**src/rtl/sr_pkg.sv**
```systemverilog
// Shared definitions for the SR register bank: S=R=1 resolution mode encodings.
package sr_pkg;

  localparam int unsigned SR_MODE_RST_DOM = 32'd0;
  localparam int unsigned SR_MODE_SET_DOM = 32'd1;
  localparam int unsigned SR_MODE_TOGGLE  = 32'd2;
  localparam int unsigned SR_MODE_HOLD    = 32'd3;

endpackage

```
**src/rtl/sr_cell.sv**
```systemverilog
// One clocked SR storage channel; q_bar is registered alongside q so the pair
// can never show the 0/0 state of a gated NOR latch.
module sr_cell
  import sr_pkg::*;
#(
  parameter int unsigned MODE = SR_MODE_RST_DOM
) (
  input  logic clk,
  input  logic rst_n,
  input  logic en,
  input  logic s,
  input  logic r,
  output logic q,
  output logic q_bar
);

  logic q_r;
  logic q_bar_r;
  logic q_nxt_s;

  // next-state decode of {s,r}, with the S=R=1 case resolved by MODE
  always_comb begin
    q_nxt_s = q_r;
    if (en) begin
      case ({s, r})
        2'b00:   q_nxt_s = q_r;
        2'b01:   q_nxt_s = 1'b0;
        2'b10:   q_nxt_s = 1'b1;
        2'b11: begin
          case (MODE)
            SR_MODE_RST_DOM: q_nxt_s = 1'b0;
            SR_MODE_SET_DOM: q_nxt_s = 1'b1;
            SR_MODE_TOGGLE:  q_nxt_s = ~q_r;
            SR_MODE_HOLD:    q_nxt_s = q_r;
            default:         q_nxt_s = 1'b0;
          endcase
        end
        default: q_nxt_s = q_r;
      endcase
    end else begin
      q_nxt_s = q_r;
    end
  end

  // state register with its complement
  always_ff @(posedge clk or negedge rst_n) begin
    if (!rst_n) begin
      q_r     <= 1'b0;
      q_bar_r <= 1'b1;
    end else begin
      q_r     <= q_nxt_s;
      q_bar_r <= ~q_nxt_s;
    end
  end

  assign q     = q_r;
  assign q_bar = q_bar_r;

endmodule

```
**src/rtl/sr_register_bank.sv**
```systemverilog
// WIDTH clocked SR channels sharing one enable, plus conflict pulse, sticky
// error flag and saturating conflict counter.
module sr_register_bank
  import sr_pkg::*;
#(
  parameter int unsigned WIDTH = 8,
  parameter int unsigned MODE  = SR_MODE_RST_DOM,
  parameter int unsigned CNT_W = 8
) (
  input  logic             clk,
  input  logic             rst_n,
  input  logic             en,
  input  logic [WIDTH-1:0] s,
  input  logic [WIDTH-1:0] r,
  input  logic             clr_err,
  output logic [WIDTH-1:0] q,
  output logic [WIDTH-1:0] q_bar,
  output logic             conflict,
  output logic             conflict_sticky,
  output logic [CNT_W-1:0] conflict_cnt
);

  if (MODE > SR_MODE_HOLD) begin : g_bad_mode
    $error("sr_register_bank: MODE %0d is outside 0..3", MODE);
  end

  localparam logic [CNT_W-1:0] CNT_MAX = {CNT_W{1'b1}};
  localparam logic [CNT_W-1:0] CNT_ONE = {{(CNT_W-1){1'b0}}, 1'b1};

  for (genvar i = 0; i < WIDTH; i++) begin : g_cell
    sr_cell #(.MODE(MODE)) u_cell (
      .clk   (clk),
      .rst_n (rst_n),
      .en    (en),
      .s     (s[i]),
      .r     (r[i]),
      .q     (q[i]),
      .q_bar (q_bar[i])
    );
  end

  logic             conflict_now_s;
  logic             conflict_r;
  logic             sticky_r;
  logic             sticky_nxt_s;
  logic [CNT_W-1:0] cnt_r;
  logic [CNT_W-1:0] cnt_nxt_s;

  assign conflict_now_s = en & (|(s & r));

  // error bookkeeping: a fresh conflict wins over a same-cycle clear
  always_comb begin
    sticky_nxt_s = sticky_r;
    cnt_nxt_s    = cnt_r;
    if (conflict_now_s) begin
      sticky_nxt_s = 1'b1;
      if (clr_err) begin
        cnt_nxt_s = CNT_ONE;
      end else if (cnt_r != CNT_MAX) begin
        cnt_nxt_s = cnt_r + CNT_ONE;
      end else begin
        cnt_nxt_s = cnt_r;
      end
    end else if (clr_err) begin
      sticky_nxt_s = 1'b0;
      cnt_nxt_s    = {CNT_W{1'b0}};
    end else begin
      sticky_nxt_s = sticky_r;
      cnt_nxt_s    = cnt_r;
    end
  end

  // conflict pulse, sticky flag and counter registers
  always_ff @(posedge clk or negedge rst_n) begin
    if (!rst_n) begin
      conflict_r <= 1'b0;
      sticky_r   <= 1'b0;
      cnt_r      <= {CNT_W{1'b0}};
    end else begin
      conflict_r <= conflict_now_s;
      sticky_r   <= sticky_nxt_s;
      cnt_r      <= cnt_nxt_s;
    end
  end

  assign conflict        = conflict_r;
  assign conflict_sticky = sticky_r;
  assign conflict_cnt    = cnt_r;

endmodule
```
**config.mk**
```make
export PLATFORM = sky130hd
export DESIGN_NAME = sr_register_bank
export DESIGN_NICKNAME = d
export VERILOG_FILES = /design/src/rtl/sr_pkg.sv /design/src/rtl/sr_cell.sv /design/src/rtl/sr_register_bank.sv
export SDC_FILE = /design/constraint.sdc
export NUM_CORES = 1
export LEC_CHECK = 0
export BUFFER_PORTS_ARGS = -buffer_cell sky130_fd_sc_hd__buf_2
export CAP_MARGIN = 10
export CORE_ASPECT_RATIO = 1.1
export CORE_MARGIN = 2
export CORE_UTILIZATION = 43
export DETAILED_ROUTE_END_ITERATION = 8
export PLACE_DENSITY_LB_ADDON = 0.1
export SYNTH_ARGS = -nofsm -noshare
export SYNTH_HDL_FRONTEND = slang
export SYNTH_SLANG_ARGS = --single-unit
```
**constraint.sdc**
```tcl
create_clock -name clk -period 1.6 [get_ports clk]
set_input_delay 0.32 -clock clk [delete_from_list [all_inputs] [get_ports clk]]
set_output_delay 0.32 -clock clk [all_outputs]
set_load 0.03 [all_outputs]
```
Yosys cells after proc, flatten, opt, wreduce, memory -nomap -nowiden
Index checks and enable logic that the tools add are counted.

word-level totals
  bits in registers = 26
  bits in latches = 0
  RAM bits = 0
  ROM bits = 0
  output and inout bits = 26
  word-level logic and storage cells = 97
  memories = 0

cells by class
  add/subtract/negate cells = 1
  $mul = 0
  div/mod/pow operators = 0
  magnitude comparators = 0
  eq/ne operators = 25
  shift operators = 0
  muxes and demuxes = 22
  bitwise logic cells = 10
  reductions and logical operators = 20

operators by type and width
  kind                 number
  $eq 2x2->1 const B   16
  $mux 8               4
  $pmux 1 s3           8
  $eq 2x1->1 const B   8
  $logic_not 2->1      8
  $reduce_or 2->1      8
  $mux 1               10
  $add 8x1->8 const B  1
  $and 8x8->8          1
  $ne 8x8->1 const B   1
  $not 1->1            8
  $reduce_or 8->1      1
  $reduce_bool 2->1    2
  $reduce_and 2->1     1
  $and 1x1->1          1

Longest topological paths before layout
Gate-level depths: netlist (run 1).

  depth after elaboration = 5
  mapped depth = 5
  mapped depth without buffers = 5

Cells and area by module
A second synthesis (run 1) with hierarchy kept.

unflattened totals
  cells, all modules = 100
  area total of the unflattened synthesis = 1167.4 um2

modules (own cells, without submodules)
  module            instances  cells an instance  area each (um2)  sequential area each (um2)
  sr_register_bank  1          60                 586.8            250.2
  sr_cell           8          5                  72.6             51.3

Worst setup path after synthesis (run 1)
No wires, ideal clock.

  path kind = reg2reg
  start point = register cnt_r[0] (netlist: conflict_cnt[0])
  end point = register cnt_r[0] (netlist: conflict_cnt[0])
  arrival time = 1.617 ns
  required time = 1.474 ns
  path slack = -0.143 ns
  stages on the path, launching flop included = 6
  buffers on the path = 0
  period minus slack after synthesis = 1.743 ns
  cell sequence = dfrtp_1 ha_1 nand3_1 nor2_1 or3b_1 a221o_1

between the ends
  longest elaborated chain between the ends = 4
  elaborated cells on any way between the ends = 7
  classes of those cells = 1 x add/sub; 1 x eq/ne; 3 x mux; 2 x reduce/logical

RTL lines
  element                 RTL line                RTL
  start, declared         sr_register_bank.sv:46  logic [CNT_W-1:0] cnt_r;
  start signal, assigned  sr_register_bank.sv:78  cnt_r <= {CNT_W{1'b0}};
  start signal, assigned  sr_register_bank.sv:82  cnt_r <= cnt_nxt_s;
  $add 8x1->8             sr_register_bank.sv:60  cnt_nxt_s = cnt_r + CNT_ONE;
  $mux 8                  sr_register_bank.sv:59  end else if (cnt_r != CNT_MAX) begin
  $mux 8                  sr_register_bank.sv:57  if (clr_err) begin
  $mux 8                  sr_register_bank.sv:55  if (conflict_now_s) begin

Parallel ways exist; a longest one is shown, timed or not. The select of a mux whose other input is x is not followed.
A chain may end at the register's enable or synchronous reset.

Worst setup path in the final report (run 1)
  start point = register cnt_r[1] (netlist: conflict_cnt[1])
  end point = register cnt_r[0] (netlist: conflict_cnt[0])

between the ends
  longest elaborated chain between the ends = 3

RTL lines
  element                             RTL line
  $ne 8x8->1                          sr_register_bank.sv:59
  $reduce_bool 2->1 (no source line)  n/a
  $reduce_and 2->1 (no source line)   n/a

No other way between the ends.

==> impl_metrics.tcl, run 1 <==
set metrics [dict create \
    powerDensity_nw_per_um2 957 \
    post_drt_via_cell_ratio 5.06 \
    stdcell_area_sq_um 1510 \
    portBuffers 45 \
    cp_cell_sequence "ha_4 > nand3_2 > nor2_4 > or3b_4 > a221o_1" \
    min_to "g_cell[7].u_cell.q_bar$_DFF_PN1_" \
    grt_pass1_wl_mm 3.83 \
    syn_nets 140 \
    ant_nets 0 \
    hp-class "in2reg" \
    drtPass1Iterations 4 \
    final_util_pct 54.3 \
    layout_commonest_cell "buf_2" \
    mostFrequentLayoutCells "buf_2 (45), dfrtp_1 (15), a21oi_1 (11)" \
    ys_top_cells_by_area "dfrtp_1 (36%), dfstp_2 (17%), buf_4 (9.5%), a21o_1 (4.8%), a21oi_1 (4.4%)" \
    grt.overflow.total 0 \
    postPlaceCellArea_sq_um 1430 \
    ir_worst_vdd_mv 0.626 \
    clockBufferDepth 2 \
    syn_inst 119 \
    reg2reg_slack_ns 0.05 \
    seqPwrFrac_pct 52.8 \
    floorplan.initialDensity_pct 45.3 \
    setup_viol 0 \
    grt_pass1_vias 890 \
    synth_top_cell_area_share_pct 35.8 \
    combPwrFrac_pct 25.6 \
    cp_slowest_stage_delay_ns 0.46 \
    grt_max_degree 27 \
    die_y_um 60.7 \
    io_pins 46 \
    ys_seq_area_share_pct 52.5 \
    route.detailed.drc 0 \
    reg2reg_depth 5 \
    arrival_ns 1.75 \
    routed_wl_mm 2.38 \
    final.min_clock_period_ns 1.55 \
    switching_power_mw 0.441 \
    rows 20 \
    r2r-start "conflict_cnt[1]$_DFFE_PN0P_" \
    drive_above_1_share_pct 49.7 \
    hpwlAfterDp_mm 1.85 \
    min_path_cells 2 \
    area_growth_pct 19.9 \
    critical_path_class "reg2reg" \
    cts_root_buf "clkbuf_4" \
    insertion_delay_ns 0.30 \
    fillCellCount 262 \
    p_int_mw 1.00 \
    synth_top_area_cell "dfrtp_1" \
    cp-end-kind "flop" \
    status "finished clean" \
    max_freq_ghz 0.645 \
    skew_ns 0.00500 \
    sw_frac_of_total_pct 30.5 \
    ys_seq_elements 26 \
    rsz0062_at_grt "false" \
    dp.cells 180 \
    grtUsageTotal_pct 14.6 \
    cts_buffers 3 \
    htreeDepth 1 \
    cts_tree "yes" \
    worstSetupStartpointType "flop" \
    cts_sinks 26 \
    critPathTopFamily "simple AND/OR/NAND/NOR gates" \
    synth_ff_type "dfrtp_1" \
    antenna_found_initial 0 \
    ys_async_sr_fraction_pct 100 \
    cap_violations 0 \
    crit_path_max_fanout 8 \
    syn_area_sq_um 1260 \
    fin_setup_tns_ns 0 \
    ys_types 30 \
    r2r-end "conflict_cnt[0]$_DFFE_PN0P_" \
    worstHoldStart "r[7]" \
    slowest_stage "dfrtp_2" \
    fin_nets 177 \
    power.leakage_nw 0.776 \
    fin_crit_sh_pct 96.9 \
    worst_pin_slew_ns 0.556 \
    gp_congestion 0.720 \
    cp_num_buf_inv 0 \
    ys_warn_count 0 \
    num_vias 952 \
    design.die.area_sq_um 3380 \
    avgSynthCellArea_sq_um 10.6 \
    finalHoldViolCount 0 \
    drtIter0Drc 8 \
    worstPathRequired_ns 1.80 \
    antenna_cells 0 \
    slew_viol_final 0 \
    clkPwrFrac_pct 21.6 \
    slew_headroom_pct 62.9 \
    die_w_um 55.6 \
    synth_edf_count 0 \
    post_drt_wl_per_cell_um 12.6 \
    clk_pin_slew_worst_paths_ns 0.13 \
    stdcell_count 188 \
    core_area_sq_um 2780 \
]
state kept, by name (all words and copies together) (netlist names):
| register | flops |
|---|---|
| conflict_cnt | 8 |
| g_cell.u_cell.q | 8 |
| g_cell.u_cell.q_bar | 8 |
| conflict | 1 |
| conflict_sticky | 1 |
synthesized netlist by cell type (all sizes together), types with 2 or more instances:
library cell   n
inv           10
nor2b          5
or4            2
nor4           2
nor3           2
mux2           4
a22oi          4
buf           19
a21o           9
nor2           4
dfstp          8
nand4          2
dfrtp         18
a21oi         11
nand2          7
o31ai          2
kinds of logic after synthesis:
family / Yosys count / synth area share (%)
AND/OR/NAND/NOR: 29 / 12.9
AO/OA/AOI/OAI: 28 / 14.8
flip-flops: 26 / 52.5
multiplexers: 5 / 4.37
buffers and inverters: 30 / 14.4
adder cells (fa/ha/maj): 1 / 0.994
power by group through the flow:
stage | logic (mW) | registers [mW] | clock network [mW]
2_1_floorplan | 0.265 | 0.802 | 0
3_3_place_gp | 0.342 | 0.780 | 0
3_5_place_dp | 0.350 | 0.781 | 0
4_1_cts | 0.373 | 0.763 | 0.327
5_1_grt | 0.400 | 0.769 | 0.357
6_report | 0.369 | 0.762 | 0.313
per-stage QoR:
stage / setup WS, ns / hold WS (ns) / total power, mW
global route: 0.00958 / 0.233 / 1.53
floorplan: -0.0182 / 0.0244 / 1.07
global placement: 0.0110 / 0.348 / 1.12
CTS: 0.00383 / 0.237 / 1.46
finish: 0.0491 / 0.248 / 1.44
detailed placement: -0.00667 / 0.346 / 1.13
cell type report:
type / instances / area (sq um) / share of cell area, %
tap: 33 / 41.3 / 2.74
multi-input combinational: 63 / 449 / 29.8
sequential: 26 / 664 / 44.0
inverter: 10 / 37.5 / 2.49
timing repair buffer: 52 / 280 / 18.6
clock buffer: 4 / 36.3 / 2.40
repair_timing:
action,4_1_cts,5_1_grt
endpoints found under the hold margin,14,0
gates resized for setup,0,2
setup endpoints to repair,1,2
hold buffers,1,0
buffers inserted,3,0
pin swaps,0,1
worst max path at each step:
stage                                start                           to  slack (ns)  cells after the start
3_3_place_gp   conflict_cnt[1]$_DFFE_PN0P_  conflict_cnt[0]$_DFFE_PN0P_        0.01                      5
4_1_cts        conflict_cnt[1]$_DFFE_PN0P_  conflict_cnt[0]$_DFFE_PN0P_       0.004                      5
2_1_floorplan  conflict_cnt[1]$_DFFE_PN0P_  conflict_cnt[0]$_DFFE_PN0P_       -0.02                      5
3_5_place_dp   conflict_cnt[1]$_DFFE_PN0P_  conflict_cnt[0]$_DFFE_PN0P_      -0.007                      5
5_1_grt        conflict_cnt[1]$_DFFE_PN0P_  conflict_cnt[0]$_DFFE_PN0P_        0.01                      5
6_report       conflict_cnt[1]$_DFFE_PN0P_  conflict_cnt[0]$_DFFE_PN0P_        0.05                      5
metal layers:
layer	share of wire, %	vias up	global-route usage, %
li1	-	468	-
met1	43	456	17.8
met2	49	26	25.7
met3	6.7	2	3.62
met4	0.76	0	5.23
met5	0	-	0
Power figures use the tool's default switching activity.
==> run 2, diff against run 1 <==
--- a/config.mk
+++ b/config.mk
@@ -9,7 +9,7 @@
 export CAP_MARGIN = 10
 export CORE_ASPECT_RATIO = 1.1
 export CORE_MARGIN = 2
-export CORE_UTILIZATION = 43
+export CORE_UTILIZATION = 48
 export DETAILED_ROUTE_END_ITERATION = 8
 export PLACE_DENSITY_LB_ADDON = 0.1
 export SYNTH_ARGS = -nofsm -noshare
==> constraint.sdc (replaced) <==
create_clock -name clk -period 1.7 [get_ports clk]
set_input_delay 0.34 -clock clk [delete_from_list [all_inputs] [get_ports clk]]
set_output_delay 0.34 -clock clk [all_outputs]
set_load 0.03 [all_outputs]
==> impl_metrics.tcl, run 2 (same netlist as run 1, synthesis figures left out) <==
set metrics [dict create \
    status "finished with violations" \
    failed_checks "hold timing" \
    reg2reg_slack_ns 0.06 \
    powerDensity_nw_per_um2 922 \
    grt_pass1_wl_mm 3.95 \
    drtPass1Iterations 4 \
    routed_wl_mm 2.30 \
    skew_ns 0.00313 \
    critical_path_class "reg2reg" \
    cts_tree "yes" \
    reg2reg_depth 5 \
    num_vias 954 \
    layout_commonest_cell "buf_2" \
    cts_root_buf "clkbuf_4" \
    cp_num_buf_inv 0 \
    clk_pin_slew_worst_paths_ns 0.13 \
    antenna_cells 0 \
    antenna_found_initial 0 \
    route.detailed.drc 0 \
    slew_viol_final 0 \
    rsz0062_at_grt "false" \
    area_growth_pct 15.9 \
    setup_viol 0 \
    max_freq_ghz 0.609 \
    fillCellCount 248 \
    cp_cell_sequence "ha_1 > nand3_1 > nor2_2 > or3b_4 > a221o_1" \
    post_drt_via_cell_ratio 5.21 \
    totalPowerFinal_mw 1.34 \
    power.leakage_nw 0.759 \
    hold_buffers 0 \
    fin_crit_sh_pct 96.6 \
    grtUsageTotal_pct 17.7 \
    whs_ns -0.00514 \
    dp.cells 178 \
    crit_path_max_fanout 8 \
    core_area_sq_um 2500 \
    cts_buffers 3 \
    ant_nets 0 \
    cts_sinks 26 \
    clockBufferDepth 2 \
    floorplan.initialDensity_pct 50.4 \
    r2r-end "conflict_cnt[0]$_DFFE_PN0P_" \
    arrival_ns 1.85 \
    grt_pass1_vias 904 \
    cap_violations 0 \
    cp-end-kind "flop" \
    drive_above_1_share_pct 47.4 \
    cp_slowest_stage_delay_ns 0.43 \
    grt.overflow.total 0 \
    worst_pin_slew_ns 0.553 \
    rows 19 \
    slew_headroom_pct 63.2 \
    grt_max_degree 27 \
    mostFrequentLayoutCells "buf_2 (45), dfrtp_1 (16), a21oi_1 (11)" \
    stdcell_count 183 \
    stdcell_area_sq_um 1460 \
    hp-class "in2async" \
    io_pins 46 \
    final.min_clock_period_ns 1.64 \
    postPlaceCellArea_sq_um 1400 \
    htreeDepth 1 \
    gp_congestion 0.833 \
    fin_nets 174 \
    portBuffers 45 \
    finalHoldViolCount 7 \
    worstPathRequired_ns 1.91 \
    die_w_um 52.8 \
    hpwlAfterDp_mm 1.80 \
    fin_setup_tns_ns 0 \
    design.die.area_sq_um 3050 \
    die_y_um 57.7 \
    insertion_delay_ns 0.31 \
    ir_worst_vdd_mv 0.740 \
    post_drt_wl_per_cell_um 12.5 \
    r2r-start "conflict_cnt[0]$_DFFE_PN0P_" \
    worstSetupStartpointType "flop" \
    drtIter0Drc 16 \
    slowest_stage "dfrtp_2" \
    critPathTopFamily "simple AND/OR/NAND/NOR gates" \
]
run 2: worst max path at each step:
stage / start / endpoint / slack [ns] / cells past startpoint
3_5_place_dp: conflict_cnt[1]$_DFFE_PN0P_ / conflict_cnt[0]$_DFFE_PN0P_ / 0.02 / 5
6_report: conflict_cnt[0]$_DFFE_PN0P_ / conflict_cnt[0]$_DFFE_PN0P_ / 0.06 / 5
5_1_grt: conflict_cnt[0]$_DFFE_PN0P_ / conflict_cnt[0]$_DFFE_PN0P_ / 0.008 / 5
2_1_floorplan: conflict_cnt[0]$_DFFE_PN0P_ / conflict_cnt[0]$_DFFE_PN0P_ / 0.02 / 5
3_3_place_gp: conflict_cnt[1]$_DFFE_PN0P_ / conflict_cnt[0]$_DFFE_PN0P_ / 0.1 / 5
4_1_cts: conflict_cnt[1]$_DFFE_PN0P_ / conflict_cnt[0]$_DFFE_PN0P_ / 0.01 / 5
run 2: repair_timing:
item,CTS,global route
setup buffers,0,1
endpoints found under the hold margin,0,0
setup endpoints to repair,1,3
gates resized for setup,1,2
run 2: final cells by class:
cell class / count / area, sq um / area share [%]
Sequential cell: 26 / 663 / 45.5
Multi-Input combinational cell: 63 / 428 / 29.3
Timing Repair Buffer: 49 / 255 / 17.5
Tap cell: 31 / 38.8 / 2.66
Inverter: 10 / 37.5 / 2.57
Clock buffer: 4 / 36.3 / 2.49
run 2: per-layer routing:
metal	up-vias	global-route usage [%]	wire, um
li1	464	-	-
met1	461	22.7	978
met2	27	29.6	1180
met3	2	3.09	118
met4	0	6.59	19
met5	-	0	0
run 2: metrics by stage:
stage / utilization (%) / setup slack, ns
final: 58.4 / 0.0586
after global routing: 58.4 / 0.00778
after CTS: 57.8 / 0.0127
after global placement: 56.2 / 0.0974
after floorplan: - / 0.0188
after detailed placement: 56.2 / 0.0242
run 2: where the power goes:
group	internal, mW	total [mW]	switching, mW
clock	0.131	0.296	0.166
sequential	0.690	0.713	0.0229
combinational	0.113	0.335	0.222
